--- src/rtl/prog_loader_pkg.sv ---
// Shared definitions for the byte-serial program loader: frame constants,
// field widths and the loader FSM state encoding.
package loader_pkg;

  localparam int MEM_DEPTH      = 32;
  localparam int ADDR_W         = $clog2(MEM_DEPTH);
  localparam int CNT_W          = ADDR_W + 1;
  localparam logic [7:0] SYNC_BYTE = 8'hA5;
  localparam int SYNC_STAGES    = 2;
  localparam int TIMEOUT_CYCLES = 1023;
  localparam int TMO_W          = $clog2(TIMEOUT_CYCLES + 1);

  typedef enum logic [2:0] {
    IDLE  = 3'd0,
    ADDR  = 3'd1,
    COUNT = 3'd2,
    DATA  = 3'd3,
    CHECK = 3'd4
  } loader_state_t;

  // A zero count field means a full-memory frame.
  function automatic logic [CNT_W-1:0] decode_count(input logic [ADDR_W-1:0] field);
    return (field == '0) ? CNT_W'(MEM_DEPTH) : {1'b0, field};
  endfunction

endpackage

--- src/rtl/prog_loader_if.sv ---
// Pin-side byte link plus memory write port and status of the program loader.
interface prog_loader_if import loader_pkg::*; ();

  // Byte link: host holds rx_data stable, raises rx_strobe (one rising edge per
  // byte), and the loader toggles ack once per consumed byte; the host waits for
  // that toggle (or the minimum spacing) before offering the next byte.
  logic                rx_strobe;
  logic [7:0]          rx_data;
  logic                mem_we;
  logic [ADDR_W-1:0]   mem_addr;
  logic [7:0]          mem_wdata;
  logic                cpu_hold;
  logic                busy;
  logic                done;
  logic                err;
  logic                ack;
  loader_state_t       state;

  modport slave (
    input  rx_strobe, rx_data,
    output mem_we, mem_addr, mem_wdata, cpu_hold, busy, done, err, ack, state
  );

  modport master (
    output rx_strobe, rx_data,
    input  mem_we, mem_addr, mem_wdata, cpu_hold, busy, done, err, ack, state
  );

endinterface

--- src/rtl/prog_loader_strobe_sync.sv ---
// Synchronizes the asynchronous host strobe and emits a one-cycle pulse on
// each rising edge, STAGES cycles after the pin rises.
module strobe_sync #(
  parameter int STAGES = 2
) (
  input  logic clk,
  input  logic reset,
  input  logic async_in,
  output logic pulse
);

  logic [STAGES-1:0] sync_q;
  logic              last_q;

  always_ff @(posedge clk or posedge reset) begin
    if (reset) begin
      sync_q <= '0;
      last_q <= 1'b0;
    end else begin
      sync_q <= {sync_q[STAGES-2:0], async_in};
      last_q <= sync_q[STAGES-1];
    end
  end

  assign pulse = sync_q[STAGES-1] & ~last_q;

endmodule

--- src/rtl/prog_loader.sv ---
// Byte-serial program loader: parses SYNC/ADDR/COUNT/DATA/CHK frames, writes
// memory directly and releases the CPU only after a good checksum.
module prog_loader import loader_pkg::*; (
  input  logic           clk,
  input  logic           reset,
  prog_loader_if.slave   bus
);

  logic                byte_pulse;
  loader_state_t       state;
  logic [ADDR_W-1:0]   ptr;
  logic [CNT_W-1:0]    cnt;
  logic [7:0]          xor_acc;
  logic [TMO_W-1:0]    tmo;
  logic                mem_we;
  logic [ADDR_W-1:0]   mem_addr;
  logic [7:0]          mem_wdata;
  logic                cpu_hold;
  logic                done;
  logic                err;
  logic                ack;

  strobe_sync #(.STAGES(SYNC_STAGES)) u_sync (
    .clk      (clk),
    .reset    (reset),
    .async_in (bus.rx_strobe),
    .pulse    (byte_pulse)
  );

  always_ff @(posedge clk or posedge reset) begin
    if (reset) begin
      state     <= IDLE;
      ptr       <= '0;
      cnt       <= '0;
      xor_acc   <= '0;
      tmo       <= '0;
      mem_we    <= 1'b0;
      mem_addr  <= '0;
      mem_wdata <= '0;
      cpu_hold  <= 1'b1;
      done      <= 1'b0;
      err       <= 1'b0;
      ack       <= 1'b0;
    end else begin
      mem_we <= 1'b0;
      // A byte arriving in the same cycle as the timeout takes priority.
      if (byte_pulse) begin
        ack <= ~ack;
        tmo <= '0;
        case (state)
          IDLE: begin
            if (bus.rx_data == SYNC_BYTE) begin
              state    <= ADDR;
              done     <= 1'b0;
              err      <= 1'b0;
              cpu_hold <= 1'b1;
            end
          end
          ADDR: begin
            ptr     <= bus.rx_data[ADDR_W-1:0];
            xor_acc <= bus.rx_data;
            state   <= COUNT;
          end
          COUNT: begin
            cnt     <= decode_count(bus.rx_data[ADDR_W-1:0]);
            xor_acc <= xor_acc ^ bus.rx_data;
            state   <= DATA;
          end
          DATA: begin
            mem_we    <= 1'b1;
            mem_addr  <= ptr;
            mem_wdata <= bus.rx_data;
            ptr       <= ptr + ADDR_W'(1);
            cnt       <= cnt - CNT_W'(1);
            xor_acc   <= xor_acc ^ bus.rx_data;
            if (cnt == CNT_W'(1)) state <= CHECK;
          end
          CHECK: begin
            if (bus.rx_data == xor_acc) begin
              done     <= 1'b1;
              cpu_hold <= 1'b0;
            end else begin
              err      <= 1'b1;
              cpu_hold <= 1'b1;
            end
            state <= IDLE;
          end
          default: state <= IDLE;
        endcase
      end else if (state != IDLE) begin
        if (tmo == TMO_W'(TIMEOUT_CYCLES)) begin
          state    <= IDLE;
          err      <= 1'b1;
          cpu_hold <= 1'b1;
          tmo      <= '0;
        end else begin
          tmo <= tmo + TMO_W'(1);
        end
      end
    end
  end

  assign bus.mem_we    = mem_we;
  assign bus.mem_addr  = mem_addr;
  assign bus.mem_wdata = mem_wdata;
  assign bus.cpu_hold  = cpu_hold;
  assign bus.busy      = (state != IDLE);
  assign bus.done      = done;
  assign bus.err       = err;
  assign bus.ack       = ack;
  assign bus.state     = state;

endmodule

--- src/flat_wrapper.sv ---
// flat-port wrapper written by rule: the top's interface ports become plain ports
module prog_loader_flat import loader_pkg::*;
  (clk, reset, bus_rx_strobe, bus_rx_data, bus_mem_we, bus_mem_addr, bus_mem_wdata, bus_cpu_hold, bus_busy, bus_done, bus_err, bus_ack, bus_state);
  prog_loader_if bus_i ();
  input  logic clk;
  input  logic reset;
  input wire logic [$bits(bus_i.rx_strobe)-1:0] bus_rx_strobe;
  input wire logic [$bits(bus_i.rx_data)-1:0] bus_rx_data;
  output wire logic [$bits(bus_i.mem_we)-1:0] bus_mem_we;
  output wire logic [$bits(bus_i.mem_addr)-1:0] bus_mem_addr;
  output wire logic [$bits(bus_i.mem_wdata)-1:0] bus_mem_wdata;
  output wire logic [$bits(bus_i.cpu_hold)-1:0] bus_cpu_hold;
  output wire logic [$bits(bus_i.busy)-1:0] bus_busy;
  output wire logic [$bits(bus_i.done)-1:0] bus_done;
  output wire logic [$bits(bus_i.err)-1:0] bus_err;
  output wire logic [$bits(bus_i.ack)-1:0] bus_ack;
  output wire logic [$bits(bus_i.state)-1:0] bus_state;
  assign bus_i.rx_strobe = bus_rx_strobe;
  assign bus_i.rx_data = bus_rx_data;
  assign bus_mem_we = bus_i.mem_we;
  assign bus_mem_addr = bus_i.mem_addr;
  assign bus_mem_wdata = bus_i.mem_wdata;
  assign bus_cpu_hold = bus_i.cpu_hold;
  assign bus_busy = bus_i.busy;
  assign bus_done = bus_i.done;
  assign bus_err = bus_i.err;
  assign bus_ack = bus_i.ack;
  assign bus_state = bus_i.state;
  prog_loader u_core (.clk(clk), .reset(reset), .bus(bus_i));
endmodule
--- config.mk ---
export PLATFORM = sky130hd
export DESIGN_NAME = prog_loader_flat
export DESIGN_NICKNAME = d
export VERILOG_FILES = /design/src/rtl/prog_loader_pkg.sv /design/src/rtl/prog_loader_if.sv /design/src/rtl/prog_loader_strobe_sync.sv /design/src/rtl/prog_loader.sv /design/src/flat_wrapper.sv
export SDC_FILE = /design/constraint.sdc
export NUM_CORES = 1
export LEC_CHECK = 0
export ABC_AREA = 1
export CAP_MARGIN = 20
export CORE_AREA = 2 2 81 83
export DETAILED_ROUTE_END_ITERATION = 10
export DIE_AREA = 0 0 83 85
export HOLD_SLACK_MARGIN = 0.12
export PLACE_DENSITY = 0.74
export SLEW_MARGIN = 40
export SYNTH_ARGS = -nofsm -noshare
export SYNTH_HDL_FRONTEND = slang
export SYNTH_SLANG_ARGS = --single-unit
--- constraint.sdc ---
create_clock -name clk -period 4.45 [get_ports clk]
set_input_delay 0.6675 -clock clk [delete_from_list [all_inputs] [get_ports clk]]
set_output_delay 0.6675 -clock clk [all_outputs]
set_load 0.02 [all_outputs]
==> flow_summary.toml, run 1 <==
[outcome]
status = "finished clean"

[setup_path]
r2r_end = "u_core.bus.mem_wdata[2]"
cp-start-kind = "flip-flop"
r2r_cells = 6
critPathMaxFanout = 6
reg2reg_from = "u_core.bus.state[2]"
worstPathRequired_ns = 3.78
end_kind = "primary output"
cp_data_arrival_time_ns = 1.78
slowest_stage = "clkdlybuf4s50_1"
path_buf_inv = 3
path_cells = "inv_1, nand2_2, nor2_4, inv_1, clkdlybuf4s50_1"
slowest_delay_ns = 0.54
worst_path_most_repeated_cell = "inv_1"
criticalPathCategory = "reg -> out"
crit_family = "buffers and inverters"
r2r_slack_ns = 2.79

[drt]
ant_nets = 0
drt-initial-drc-count = 94
routed_wl_um = 5570
firstDrtPassIters = 4
wl_per_cell_um = 12.4
num_vias = 2242
viasPerCell = 5.00
drc = 0

[cts]
cts_resized = 0
cts_setup_buffers = 0
cts_made_buffers = 5
cts_tree = "done"
clk_path_buf_depth = 2
cts.sinks = 53
ctsHtreeMaxLevel = 2
clock_latency_ns = 0.30
holdBufCountCts = 0
ctsRootBufferMaster = "clkbuf_8"
cts.clk_slew.worst_paths_ns = 0.09

[timing]
period_share_pct = 55.1
tns_ns = 0
finalSetupViolCount = 0
max_freq_ghz = 0.408
tightest_slew_ns = 0.675
layout_min_cycle_time_ns = 2.45
drv_slew = 0
final-hold-violation-count = 0
slew_headroom_pct = 54.8
skew_ns = 0.00706
rsz0062_at_grt = "no"

[global_route]
grt_pass1_wl_um = 9440
grt_use_total_pct = 16.3
grt_pass1_vias = 2191
antenna_found_initial = 0
grt_max_degree = 54
grt.overflow.total = 0

[floorplan]
die_h_um = 85
top_level_ports = 33
coreArea_um2 = 6200
die_x_um = 83
start_util_pct = 43.0
rows = 29
die_area_um2 = 7060

[yosys]
synth_cell_types = 30
synth-xor-area-share_pct = 4.27
synth_top_area_share_pct = 48.8
syn_area_per_cell_um2 = 7.94
yosys_warnings = 0
netlist_area_um2 = 2670
yosys-top-cells-area = "dfrtp_1 (49%), nand2_1 (14%), inv_1 (5.6%)"
synth_simple_gate_area_share_pct = 25.2
synth_top_family_by_area = "simple AND/OR/NAND/NOR gates"
yosys_register_bits = 53
synth_top_area_cell = "dfrtp_1"
synth_compound_area_share_pct = 11.5
synth.area.mux_share_pct = 0
synth_nets = 351
netlist_instances = 336
synthAdderAreaFrac_pct = 1.88
ys_seq_area_share_pct = 49.7

[cells_and_area]
fin_util_pct = 50.6
area_delta_synth_final_pct = 17.6
final_common_cell = "nand2_1"
nets = 385
drive_above_1_share_pct = 5.66
final_cell_mix = "nand2_1 (97), dfrtp_1 (52), inv_1 (39), nor2_1 (33), clkdlybuf4s50_1 (32)"
antenna_cells = 0

[min_path]
min_to = "u_core.u_sync.sync_q[1]"
worstHoldPathType = "reg -> reg"
min_delay_path_depth = 0
hp-start = "u_core.u_sync.sync_q[0]"

[pwr]
powerDensity_nw_per_um2 = 612
ir_drop_mv = 0.304
power_leakage_nw = 1.48

[placement]
place.gp.congestion = 0.823
io_buffers = 32
dp_hpwl_um = 4150

[flow_run]
cap_violations = 0
[worst max-delay path by stage]
stage / cells after the start / start / slack [ns] / endpoint
floorplan: 1 / reset / 2.50 / u_core.bus.ack
global placement: 5 / u_core.bus.state[1] / 2.32 / bus_busy
detailed placement: 10 / bus_rx_data[0] / 2.30 / u_core.bus.done
CTS: 5 / u_core.bus.state[1] / 1.98 / bus_busy
global route: 5 / u_core.bus.state[1] / 1.91 / bus_busy
finish: 5 / u_core.bus.state[1] / 2.00 / bus_busy
[where the power goes]
group          switching, mW  internal, mW
registers              0.129         0.672
clock network          0.150         0.112
logic                  0.500         0.356
total                  0.780          1.14
[area by class of cell]
cell class / count / area (µm²)
Multi-Input combinational cell: 234 / 1140
Timing Repair Buffer: 32 / 320
Fill cell: 592 / 3070
Clock buffer: 8 / 80.1
Tap cell: 77 / 96.3
Sequential cell: 53 / 1330
Inverter: 44 / 170
[through the flow]
stage               hold slack [ns]  cells  setup WS (ns)  power, mW  instance area, µm²
floorplan                     0.331    336           2.50       1.36                2670
global placement              0.334    440           2.32       1.65                3060
detailed placement            0.337    440           2.30       1.67                3060
CTS                           0.357    448           1.98       1.94                3140
global route                  0.362    448           1.91       2.07                3140
finish                        0.361    448           2.00       1.92                3140
[routing by layer]
layer / track usage [%] / up-vias / wire [µm]
met1: 19.9 / 1051 / 2460
met4: 6.26 / 0 / 95
met3: 3.40 / 12 / 236
met2: 28.4 / 45 / 2780
met5: 0 / - / 0
li1: - / 1134 / -
[registers in the layout, summed over array words and instances (netlist names)]
register              count
u_core.bus.ack            1
u_core.tmo               10
u_core.u_sync.last_q      1
u_core.bus.mem_addr       5
u_core.bus.mem_wdata      8
u_core.xor_acc            8
u_core.ptr                5
u_core.bus.cpu_hold       1
u_core.bus.mem_we         1
u_core.bus.err            1
u_core.cnt                6
u_core.u_sync.sync_q      2
u_core.bus.state          3
u_core.bus.done           1
[synthesized netlist by cell type, drive strengths merged]
cell type and number:
o21bai 2, o211ai 1, nand3b 1, nand3 12, a211oi 1, a21oi 13, dfrtp 52, nor4 2
inv 44, dfstp 1, a22oi 1, buf 5, nand4 3, a31oi 4, ha 4, o22ai 1
nor2 38, nand2 101, o21ai 32, o21a 1, xor2 10, nor3 4, xnor2 3
[cell families (layout without fill, tap and decap cells)]
family          Yosys count  in the layout
compound gates           56             56
xor+xnor                 13             13
fa+ha+maj                 4              4
buf+inv                  49             84
flops                    53             53
simple gates            161            161
No activity file was read; power rests on OpenSTA's default activity.
==> inputs of run 2 (changes only) <==
--- a/config.mk
+++ b/config.mk
@@ -11,7 +11,7 @@
 export DETAILED_ROUTE_END_ITERATION = 10
 export DIE_AREA = 0 0 83 85
 export HOLD_SLACK_MARGIN = 0.12
-export PLACE_DENSITY = 0.74
+export PLACE_DENSITY = 0.76
 export SLEW_MARGIN = 40
 export SYNTH_ARGS = -nofsm -noshare
 export SYNTH_HDL_FRONTEND = slang
==> constraint.sdc (replaced) <==
create_clock -name clk -period 2 [get_ports clk]
set_input_delay 0.3 -clock clk [delete_from_list [all_inputs] [get_ports clk]]
set_output_delay 0.3 -clock clk [all_outputs]
set_load 0.02 [all_outputs]
==> run 2 against run 1 <==
Sequential power rose by 120%. Non-clock buffer count rose by 3. Clock-buffer cell count fell by 3. Core utilization rose by 0.73 points. Worst setup slack got worse by 1.9 ns. Highest routed layer unchanged. Die area did not move. Register-to-register slack got worse by 2.4 ns. First-iteration DRC count rose by 61%. Routed wire length fell by 0.66%. Clock skew rose by 0.0026 ns. Hold slack got worse by 0.0021 ns. Final cell count rose by 0.67%.
==> flow_summary.toml, run 2 (synthesized netlist as in run 1, its figures left out) <==
[cts]
clk_path_buf_depth = 2
clock_latency_ns = 0.31
cts.sinks = 53
ctsRootBufferMaster = "clkbuf_8"
ctsHtreeMaxLevel = 2
cts_tree = "done"
cts_made_buffers = 5
cts.clk_slew.worst_paths_ns = 0.10
cts_setup_buffers = 0

[placement]
post-place-ws_ns = 0.193
dp_hpwl_um = 4170
io_buffers = 32
place.gp.congestion = 0.821

[timing]
rsz0062_at_grt = "no"
final-hold-violation-count = 0
max_freq_ghz = 0.539
tightest_slew_ns = 0.540
slew_headroom_pct = 64.0
period_share_pct = 92.8
tns_ns = 0
skew_ns = 0.00963
hold_slack_ns = 0.359
drv_slew = 0
finalSetupViolCount = 0
layout_min_cycle_time_ns = 1.86
worst_slack_ns = 0.143

[floorplan]
die_h_um = 85
coreArea_um2 = 6200
die_x_um = 83
top_level_ports = 33
die_area_um2 = 7060
start_util_pct = 43.0
rows = 29

[setup_path]
slowest_delay_ns = 0.44
worstPathRequired_ns = 1.70
end_kind = "primary output"
path_cells = "inv_1, nand2_2, nor2_4, inv_1, dlygate4sd2_1"
criticalPathCategory = "reg -> out"
cp-start-kind = "flip-flop"
critPathMaxFanout = 6
slowest_stage = "dfrtp_1"
cp_data_arrival_time_ns = 1.56
worst_path_most_repeated_cell = "inv_1"

[global_route]
grt_max_degree = 30
grt_pass1_vias = 2096
grt_use_total_pct = 16.3
antenna_found_initial = 0
grt.overflow.total = 0
grt_pass1_wl_um = 9420

[pwr]
switching_share_pct = 41.1
p_seq_share_pct = 41.6
power.net_switching_mw = 1.78
ir_drop_mv = 0.560
p_int_mw = 2.54
powerDensity_nw_per_um2 = 1360
pwr-share-comb_pct = 44.1
power_leakage_nw = 1.50
p_clk_share_pct = 14.2

[drt]
drc = 0
num_vias = 2234
wl_per_cell_um = 12.3
routed_wl_um = 5530
drt-initial-drc-count = 151
firstDrtPassIters = 4
viasPerCell = 4.95
ant_nets = 0

[outcome]
status = "finished clean"

[min_path]
worstHoldPathType = "in -> async"

[cells_and_area]
area_delta_synth_final_pct = 19.3
antenna_cells = 0
nets = 388
regMostFlops = "u_core.tmo"
drive_above_1_share_pct = 7.22
largest_register_ffs = 10
final_cell_mix = "nand2_1 (97), dfrtp_1 (52), inv_1 (39), nor2_1 (33), clkdlybuf4s50_1 (31)"
nFillCells = 561
final_common_cell = "nand2_1"
top_regs = "u_core.tmo (10), u_core.bus.mem_wdata (8), u_core.xor_acc (8)"

[flow_run]
cap_violations = 0
run 2: cell types whose count changed in the layout (fill, tap and decap cells not counted):
| cell | change |
|---|---|
| buf_12 | +1 |
| buf_4 | +2 |
| clkbuf_1 | -3 |
| clkdlybuf4s50_1 | -1 |
| clkinv_4 | +1 |
| clkinvlp_4 | +1 |
| dlygate4sd2_1 | +1 |
| inv_2 | +1 |
| inv_4 | -1 |
| inv_6 | +1 |
run 2: routing by layer:
metal  share of wire, %  vias to the layer above  GRT usage, %  routed length (µm)
li1                   -                     1141             -                   -
met1                 47                     1059          21.6                2620
met2                 49                       29          27.8                2710
met3                2.7                        5          2.82                 150
met4               0.80                        0          4.32                  44
met5                  0                        -             0                   0
run 2: through the flow:
stage | area (µm²) | total power [mW] | std cells | utilization [%]
final | 3180 | 4.32 | 451 | 51.3
after global routing | 3180 | 4.66 | 451 | 51.3
after CTS | 3180 | 4.35 | 451 | 51.3
after detailed placement | 3090 | 3.74 | 443 | 49.8
after global placement | 3090 | 3.67 | 443 | 49.8
after floorplan | 2670 | 3.04 | 336 | -
run 2: cell type report:
type                            instances  area (µm²)  area share (%)
Sequential cell                        53        1330            41.7
Multi-Input combinational cell        234        1140            35.9
Timing Repair Buffer                   35         354            11.1
Inverter                               44         168            5.27
Tap cell                               77        96.3            3.03
Clock buffer                            5        68.8            2.16
Clock inverter                          3        25.0           0.786
run 2: power groups by stage:
| stage | clock network (mW) | logic [mW] | registers (mW) |
|---|---|---|---|
| 2_1_floorplan | 0 | 1.05 | 1.98 |
| 3_3_place_gp | 0 | 1.87 | 1.80 |
| 3_5_place_dp | 0 | 1.92 | 1.81 |
| 4_1_cts | 0.633 | 1.92 | 1.80 |
| 5_1_grt | 0.680 | 2.13 | 1.85 |
| 6_report | 0.615 | 1.91 | 1.80 |
run 2: repair_timing:
item                       CTS  global route
hold buffers                 0             0
gates resized for setup      1             0
setup endpoints to repair    1             0
run 2: path summary, 6_finish.rpt:
path                                         startpoint                      end  slack, ns  cells past startpoint
min in group clk                u_core.u_sync.sync_q[0]  u_core.u_sync.sync_q[1]       0.36                      0
worst max-delay path                u_core.bus.state[1]                 bus_busy       0.14                      5
worst min register to register  u_core.u_sync.sync_q[0]  u_core.u_sync.sync_q[1]       0.36                      0
worst max register to register      u_core.bus.state[2]      u_core.bus.state[0]       0.36                      8
max in group asynchronous                         reset            u_core.cnt[2]       1.11                      3
worst min-delay path                              reset           u_core.bus.ack       0.36                      2
run 2: worst max-delay path: cells and delay by family, from the launching register on:
family | cells | cell delay [ns]
buffers and inverters | 3 | 0.53
flip-flops | 1 | 0.44
AND/OR/NAND/NOR | 2 | 0.28
